### config.mk
export PLATFORM = sky130hd
export DESIGN_NAME = spatz_retire_unit
export DESIGN_NICKNAME = d
export VERILOG_FILES = /design/src/rtl/spatz_retire_unit.sv
export SDC_FILE = /design/constraint.sdc
export NUM_CORES = 1
export LEC_CHECK = 0
export CAP_MARGIN = 20
export CORE_UTILIZATION = 30
export CTS_CLUSTER_DIAMETER = 200
export DETAILED_ROUTE_END_ITERATION = 10
export GPL_TIMING_DRIVEN = 0
export PLACE_DENSITY = 0.64
export SLEW_MARGIN = 0
export SYNTH_ARGS = -nofsm -noshare
export SYNTH_HDL_FRONTEND = slang
export SYNTH_SLANG_ARGS = --single-unit
### constraint.sdc
create_clock -name clk_i -period 5.2 [get_ports clk_i]
set_input_delay 0.52 -clock clk_i [delete_from_list [all_inputs] [get_ports clk_i]]
set_output_delay 0.52 -clock clk_i [all_outputs]
set_load 0.02 [all_outputs]
### src/rtl/spatz_retire_unit.sv
// spatz_retire_unit
//   Collects completion responses from VFU, VLSU and VSLDU and produces:
//     - a registered one-cycle vreg release mask and instruction-ID retire mask
//     - an in-order ready/valid scalar response stream toward the core
//       (VFU rd writebacks and VLSU exceptions), buffered in a small FIFO.
// Ports:
//   clk_i, rst_ni                       clock, asynchronous active-low reset
//   vfu_rsp_valid_i/_i/_ready_o         VFU completion handshake + payload
//   vlsu_rsp_valid_i/_i/_ready_o        VLSU completion handshake + payload
//   vsldu_rsp_valid_i/_i/_ready_o       VSLDU completion handshake + payload
//   retire_vreg_o [NRVREG]              registers released (one-cycle pulse)
//   retire_id_o   [32]                  instruction IDs retired (one-cycle pulse)
//   rsp_valid_o / rsp_ready_i           core response handshake
//   rsp_id_o, rsp_rd_o, rsp_result_o, rsp_exc_o   core response payload

package spatz_retire_pkg;
   localparam int unsigned NRVREG = 32;
   localparam int unsigned ELEN   = 32;

   typedef logic [4:0]                instr_id_t;
   typedef logic [$clog2(NRVREG)-1:0] vreg_t;

   typedef struct packed {
      instr_id_t       id;
      vreg_t           vd;
      vreg_t           vs1;
      vreg_t           vs2;
      logic            wb;
      logic [4:0]      rd;
      logic [ELEN-1:0] result;
   } vfu_rsp_t;

   typedef struct packed {
      instr_id_t id;
      vreg_t     vd;
      logic      exc;
   } vlsu_rsp_t;

   typedef struct packed {
      instr_id_t id;
      vreg_t     vd;
      vreg_t     vs2;
   } vsldu_rsp_t;

   typedef struct packed {
      instr_id_t       id;
      logic [4:0]      rd;
      logic [ELEN-1:0] result;
      logic            exc;
   } core_rsp_t;
endpackage

module spatz_retire_unit
   import spatz_retire_pkg::*;
#(
   parameter int unsigned NrWbEntries = 2
) (
   input  logic              clk_i,
   input  logic              rst_ni,
   input  logic              vfu_rsp_valid_i,
   input  vfu_rsp_t          vfu_rsp_i,
   output logic              vfu_rsp_ready_o,
   input  logic              vlsu_rsp_valid_i,
   input  vlsu_rsp_t         vlsu_rsp_i,
   output logic              vlsu_rsp_ready_o,
   input  logic              vsldu_rsp_valid_i,
   input  vsldu_rsp_t        vsldu_rsp_i,
   output logic              vsldu_rsp_ready_o,
   output logic [NRVREG-1:0] retire_vreg_o,
   output logic [31:0]       retire_id_o,
   output logic              rsp_valid_o,
   input  logic              rsp_ready_i,
   output logic [4:0]        rsp_id_o,
   output logic [4:0]        rsp_rd_o,
   output logic [ELEN-1:0]   rsp_result_o,
   output logic              rsp_exc_o
);

   localparam int unsigned PtrW = (NrWbEntries > 1) ? $clog2(NrWbEntries) : 1;
   localparam int unsigned CntW = $clog2(NrWbEntries + 1);

   typedef logic [PtrW-1:0] ptr_t;

   core_rsp_t         mem [NrWbEntries];
   ptr_t              wptr, rptr;
   logic [CntW-1:0]   cnt;
   logic              full, empty, pop, push, space;
   logic              vfu_acc, vlsu_acc, vsldu_acc;
   core_rsp_t         push_entry, head;
   logic [NRVREG-1:0] vreg_d;
   logic [31:0]       id_d;

   assign full  = (cnt == CntW'(NrWbEntries));
   assign empty = (cnt == '0);
   assign pop   = rsp_valid_o && rsp_ready_i;
   // A pop this cycle frees a slot, so a full FIFO still takes a push.
   assign space = !full || pop;

   // Readies depend on the payload's FIFO need, not on valid.
   assign vfu_rsp_ready_o   = vfu_rsp_i.wb ? space : 1'b1;
   assign vlsu_rsp_ready_o  = vlsu_rsp_i.exc ? (space && !(vfu_rsp_valid_i && vfu_rsp_i.wb)) : 1'b1;
   assign vsldu_rsp_ready_o = 1'b1;

   assign vfu_acc   = vfu_rsp_valid_i && vfu_rsp_ready_o;
   assign vlsu_acc  = vlsu_rsp_valid_i && vlsu_rsp_ready_o;
   assign vsldu_acc = vsldu_rsp_valid_i && vsldu_rsp_ready_o;

   always_comb begin
      push       = 1'b0;
      push_entry = '0;
      if (vfu_acc && vfu_rsp_i.wb) begin
         push              = 1'b1;
         push_entry.id     = vfu_rsp_i.id;
         push_entry.rd     = vfu_rsp_i.rd;
         push_entry.result = vfu_rsp_i.result;
         push_entry.exc    = 1'b0;
      end else if (vlsu_acc && vlsu_rsp_i.exc) begin
         push           = 1'b1;
         push_entry.id  = vlsu_rsp_i.id;
         push_entry.exc = 1'b1;
      end
   end

   always_comb begin
      vreg_d = '0;
      id_d   = '0;
      if (vfu_acc) begin
         vreg_d[vfu_rsp_i.vd]  = 1'b1;
         vreg_d[vfu_rsp_i.vs1] = 1'b1;
         vreg_d[vfu_rsp_i.vs2] = 1'b1;
         id_d[vfu_rsp_i.id]    = 1'b1;
      end
      if (vlsu_acc) begin
         vreg_d[vlsu_rsp_i.vd] = 1'b1;
         id_d[vlsu_rsp_i.id]   = 1'b1;
      end
      if (vsldu_acc) begin
         vreg_d[vsldu_rsp_i.vd]  = 1'b1;
         vreg_d[vsldu_rsp_i.vs2] = 1'b1;
         id_d[vsldu_rsp_i.id]    = 1'b1;
      end
   end

   always_ff @(posedge clk_i or negedge rst_ni) begin
      if (!rst_ni) begin
         retire_vreg_o <= '0;
         retire_id_o   <= '0;
         wptr          <= '0;
         rptr          <= '0;
         cnt           <= '0;
      end else begin
         retire_vreg_o <= vreg_d;
         retire_id_o   <= id_d;
         if (push) wptr <= (wptr == ptr_t'(NrWbEntries - 1)) ? '0 : wptr + 1'b1;
         if (pop)  rptr <= (rptr == ptr_t'(NrWbEntries - 1)) ? '0 : rptr + 1'b1;
         case ({push, pop})
            2'b10:   cnt <= cnt + 1'b1;
            2'b01:   cnt <= cnt - 1'b1;
            default: cnt <= cnt;
         endcase
      end
   end

   // Storage needs no reset: reads are gated by the occupancy counter.
   always_ff @(posedge clk_i) begin
      if (push) mem[wptr] <= push_entry;
   end

   assign head         = empty ? '0 : mem[rptr];
   assign rsp_valid_o  = !empty;
   assign rsp_id_o     = head.id;
   assign rsp_rd_o     = head.rd;
   assign rsp_result_o = head.result;
   assign rsp_exc_o    = head.exc;

endmodule

; Word-level counts from Yosys, hierarchy flattened
; Memory sizes are Yosys's and may differ from the RTL's.
; Cells that the tools add are included.
[totals]
ff_bits = 68
latch_bits = 0
ram_bits = 86
rom_bits = 0
input_bits = 90
output_inout_bits = 111
wordCells = 98
n_memories = 1
[op_classes]
addsub = 4
mul = 0
n_div = 0
magnitude_cmp = 18
eq_ne = 3
n_shift = 0
n_mux = 38
n_bitwise = 7
reduce_logical = 22
[memory_table]
columns = memory, words, width, read_ports, rd_ports_with_merged_regs, write_ports, line_no
row1 = mem, 2, 43, 1, 0, 1, 84  ; core_rsp_t mem [NrWbEntries];
[ops]
columns = operator, count
row1 = $or 32x32->32, 7
row2 = $mux 32, 6
row3 = $lt 5x6->1 const B, 9
row4 = $demux 1 s5, 9
row5 = $ge 5x1->1 const B, 9
row6 = $mux 43, 1
row7 = $mux 37, 1
row8 = $mux 1, 18
row9 = $logic_and 1x1->1, 16
row10 = $mux 5, 2
row11 = $eq 2x2->1 const B, 2
row12 = $pmux 2 s2, 1
row13 = $logic_not 1->1, 3
row14 = $add 1x1->1 const B, 2
row15 = $add 2x1->2 const B, 1
row16 = $eq 2x1->1 const B, 1
row17 = $logic_not 2->1, 1
row18 = $reduce_bool 2->1, 1
row19 = $sub 2x1->2 const B, 1
row20 = $logic_or 1x1->1, 1

; Depth between registers and ports, before layout
[logic_depth]
word_depth = 12
depth_mapped = 8
depth_no_buf = 8

; Worst setup path after synthesis
; No wires, ideal clock.
[synth_timing]
path_kind = input to register
from = input port vfu_rsp_valid_i
to = memory mem[0][0] (netlist name), enable pin
setup_ns = 0.449
arrival_time_ns = 3.158
t_required_ns = 4.751
setup_slack_ns = 1.593
cell_stages = 4
n_path_buf = 0
cell_sequence = and2_1 -> nor2b_1 -> a31o_2 -> nor2b_1
[synth_between]
elab_chain_cells = 10
elab_cells_between_ends = 12
cone_classes = mux: 5 / reduce/logical: 7
[synth_lines]
columns = element, line_no
row1 = from (decl), 60  ; input logic vfu_rsp_valid_i,
row2 = $logic_and 1x1->1, 101  ; assign vlsu_rsp_ready_o = vlsu_rsp_i.exc ? (space && !(vfu_rsp_valid_i && vfu_rsp_i.wb)) : 1'b1;
row3 = $logic_not 1->1, 101
row4 = $logic_and 1x1->1, 101
row5 = $mux 1, 101
row6 = $logic_and 1x1->1, 105  ; assign vlsu_acc = vlsu_rsp_valid_i && vlsu_rsp_ready_o;
row7 = $logic_and 1x1->1, 117  ; end else if (vlsu_acc && vlsu_rsp_i.exc) begin
row8 = $mux 1, 117
row9 = $mux 1 *, 111  ; if (vfu_acc && vfu_rsp_i.wb) begin
row10 = $mux 1 *, 166  ; if (push) mem[wptr] <= push_entry;
row11 = $mux 1 (implied by the code) *, 166
row12 = to (decl), 84
; Every way passes the cells marked *; elsewhere a longest branch is shown, timed or not.

; Worst setup path in the final report
[layout_timing]
from = register cnt[0]
to = output port rsp_rd_o[1]
[layout_between]
elab_chain_cells = 2
[layout_lines]
columns = element, line_no
row1 = from (decl), 86  ; logic [CntW-1:0] cnt;
row2 = from (signal assigned), 157  ; 2'b10: cnt <= cnt + 1'b1;
row3 = from (signal assigned), 158  ; 2'b01: cnt <= cnt - 1'b1;
row4 = from (signal assigned), 159  ; default: cnt <= cnt;
row5 = $logic_not 2->1, 94  ; assign empty = (cnt == '0);
row6 = $mux 43, 169  ; assign head = empty ? '0 : mem[rptr];
row7 = to (decl), 74  ; output logic [4:0] rsp_rd_o,
; No other way between the ends.

==> key figures <==
Placed design
  – Detailed placer's ending HPWL: 18600 um
  – GP Congestion: approximately 0.9
  – Dpl cells: 1302
  – PortBufs: 194
  – Placed Area: 10350 um^2

Final layout
  – Final non-filler cell area: approximately 11000 um^2
  – Ratio of cells with drive above 1 in the final layout: 0.08809
  – Final core occ: 0.4218
  – P&R area growth vs syn: 38.67%
  – Antenna fix cells: 0
  – Final #Nets: 1077
  – Finished Layout Cells: 1334

Die
  – Die height: 164.3 um
  – Die area: 27000 um^2
  – Die Width: about 160 um
  – Core area: 25980 um^2
  – Boundary pin count: 201
  – Initial Util: 0.3042
  – Core Rows: just under 60

Global routing
  – Initial antenna violation count: 1
  – First-pass GRT wire length: 39760 um
  – Global route overflow: 0
  – Vias in the first global route: 6866
  – Largest net degree at the start of global routing: 69
  – GRT Resource Usage Total: 0.1981

Synth
  – Register area share after synthesis: 0.5420
  – Ys Warns: 0
  – Synth Instances: 770
  – Syn_nets: 861
  – Register bit count reported by yosys: between 150 and 200
  – Ys flop type: edfxtp_1
  – Number of synthesized flops with an enable pin: 86
  – Avg Inst Size Synth: 10.26 um^2
  – Yosys cell types: 40
  – Synth Cell Area: roughly 8000 um^2
  – Asr flop ratio synth: 0.4416

Drt
  – WL final: 26270 um
  – Number of DRC markers in iteration 0: 586
  – DRC violations left: 0
  – Vias after detailed routing: 7109
  – Iteration count of the initial detailed-routing pass: 5
  – WL/cell: 19.69 um
  – DRT antenna net count: 0
  – Vias per std cell: ~5.3

Clock network
  – CTS Buf Count: 17
  – Post-CTS setup buffer count: 0
  – Clock transition at the registers of the reported paths: 0.07 ns
  – Root Buffer: clkbuf_16
  – H-tree depth: 4
  – TritonCTS clock tree: yes
  – Post-CTS Hold Buffers: 0
  – Clk buf depth: 2
  – Clk_lat worst skew: 0.44 ns
  – # resized after CTS: 0
  – Clk sink count: 154

Critical path
  – WP buf/inv: 2
  – Largest fanout on the critical path: 10
  – Cells along the critical path: nor2_1 -> clkbuf_1 -> nor2_1 -> clkdlybuf4s50_1
  – Top delay family on crit path: buffers and inverters
  – CP max stage delay: around 0.58 ns
  – CP max-delay cell: clkdlybuf4s50_1
  – Crit path DAT: roughly 2.6 ns
  – Flop-to-flop setup slack: 2.68 ns
  – CP Capture Type: output port
  – Most used cell, CP: nor2_1
  – Crit Path Category: reg -> out
  – Crit path required time: 4.68 ns
  – Startpoint Class: flop

Flow run
  – Max Cap Viol: 0

Pwr
  – Lkg Pwr: 0.004168 uW
  – VDD IR-drop max: 0.3292 mV
  – Pwr per Cell Area: between 400 and 500 nW/um^2

STA
  – Slew Limit Fails: 0
  – Final Hold Vio Count: 0
  – Fin Setup TNS: 0 ns
  – Final Cycle Share: 0.6040
  – Worst-Margin Slew: 0.7606 ns
  – Setup Viol. Count Final: 0
  – Fmax: around 320 MHz
  – Min Clock Period, post-route: 3.141 ns
  – RSZ-0062 raised after global routing: false
  – Worst rel slew slack: 0.4919
  – Final Skew: 0.02079 ns

Status
  – Status: complete, no violations

Worst hold path
  – Min-Delay Path Class: in -> async
[area by class of cell]
type | count | area (um^2)
buffer | 50 | 221.5
sequential | 154 | 4284
fill | 2521 | 15020
clock inverter | 15 | 188.9
multi-input combinational | 564 | 3400
clock buffer | 17 | 425.4
tap | 335 | 419.2
timing repair buffer | 197 | 2014
inverter | 2 | 7.507
[layout by cell type (no fill, tap or decap), types with 22 or more instances in the layout]
cell	n
nand3_1	66
nor2_1	86
o22ai_1	64
nand2_1	84
nand3b_1	22
o21ai_0	34
mux2i_1	43
clkdlybuf4s50_1	193
edfxtp_1	86
dfrtp_1	68
and2_1	42
o221ai_1	28
[worst reg2reg max path, cell delays in order (launching register included)]
cell and delay (ns):
dfrtp_1 0.41, nor3b_4 0.20, nor2b_1 0.46, a31o_2 0.24, nor2b_4 0.66, buf_16 0.25
[metrics by stage]
| stage | hold WS, ns | setup slack, ns | total power (uW) |
|---|---|---|---|
| after detailed placement | 0.4958 | 1.869 | 3212 |
| after global routing | 0.09508 | 1.868 | 4675 |
| final | 0.08227 | 2.059 | 4448 |
| after floorplan | 0.2244 | 1.593 | 2448 |
| after CTS | 0.08697 | 1.966 | 4507 |
| after global placement | 0.4693 | -0.3944 | 3181 |
[layer usage]
metal	vias up	track usage	routed length, um
met5	-	0	8
li1	3277	-	-
met1	3425	0.2655	11360
met4	2	0.07197	637
met3	46	0.04495	2079
met2	359	0.3111	12180
[synth_stat cells, types with 2 or more instances]
cell type / n / share of area
or3b_2: 19 / 0.021
or2_2: 5 / 0.0040
inv_1: 2 / 0.00095
a22o_1: 5 / 0.0055
and3_1: 6 / 0.0047
buf_1: 10 / 0.0047
nand3b_1: 22 / 0.021
or3_1: 7 / 0.0055
buf_4: 4 / 0.0038
nor2_1: 86 / 0.041
and3b_1: 7 / 0.0078
a31oi_1: 2 / 0.0016
o221ai_1: 28 / 0.031
o21ai_0: 34 / 0.022
dfrtp_1: 68 / 0.22
o211ai_1: 6 / 0.0057
clkbuf_2: 2 / 0.0013
nor3b_2: 2 / 0.0032
nor2b_1: 2 / 0.0016
and2_1: 43 / 0.034
clkbuf_1: 21 / 0.010
nand2b_1: 12 / 0.0095
edfxtp_1: 86 / 0.33
nand2_1: 84 / 0.040
nand3_1: 66 / 0.042
o22ai_1: 64 / 0.051
nor3b_1: 6 / 0.0057
nor3_1: 2 / 0.0013
mux2i_1: 43 / 0.054
xnor2_1: 2 / 0.0022
buf_2: 13 / 0.0082
xor2_1: 3 / 0.0033
[power by group]
group | total, uW | leakage (uW) | switching, uW | internal [uW]
logic | 1620 | 0.00213 | 922 | 703
clock network | 1280 | 0.000298 | 621 | 657
registers | 1550 | 0.00174 | 52.4 | 1490
total | 4450 | 0.00417 | 1600 | 2850
[flip-flops by register name (all words and copies together) (netlist names)]
signal and flops:
mem 86, rptr 1, retire_id_o 32, cnt 2
wptr 1, retire_vreg_o 32
[cell families after synthesis]
kind of cell	count (synthesis)	share of synthesized area
mux	43	0.05446
xor+xnor	5	0.005542
simple gates	372	0.2463
compound gates	142	0.1206
fa+ha+maj	1	0.001583
buf+inv	52	0.02897
flops	154	0.5420
other cells	1	0.0004745
[worst paths after layout]
check | depth (start not counted) | to | startpoint
worst max register to register | 5 | mem[0][33] | cnt[1]
min in group clk_i | 1 | cnt[1] | cnt[1]
worst max-delay path | 4 | rsp_rd_o[1] | cnt[0]
worst min register to register | 1 | cnt[1] | cnt[1]
max in group asynchronous | 2 | retire_vreg_o[19] | rst_ni
worst min-delay path | 2 | retire_id_o[7] | rst_ni
(Power assumes the default switching activity.)
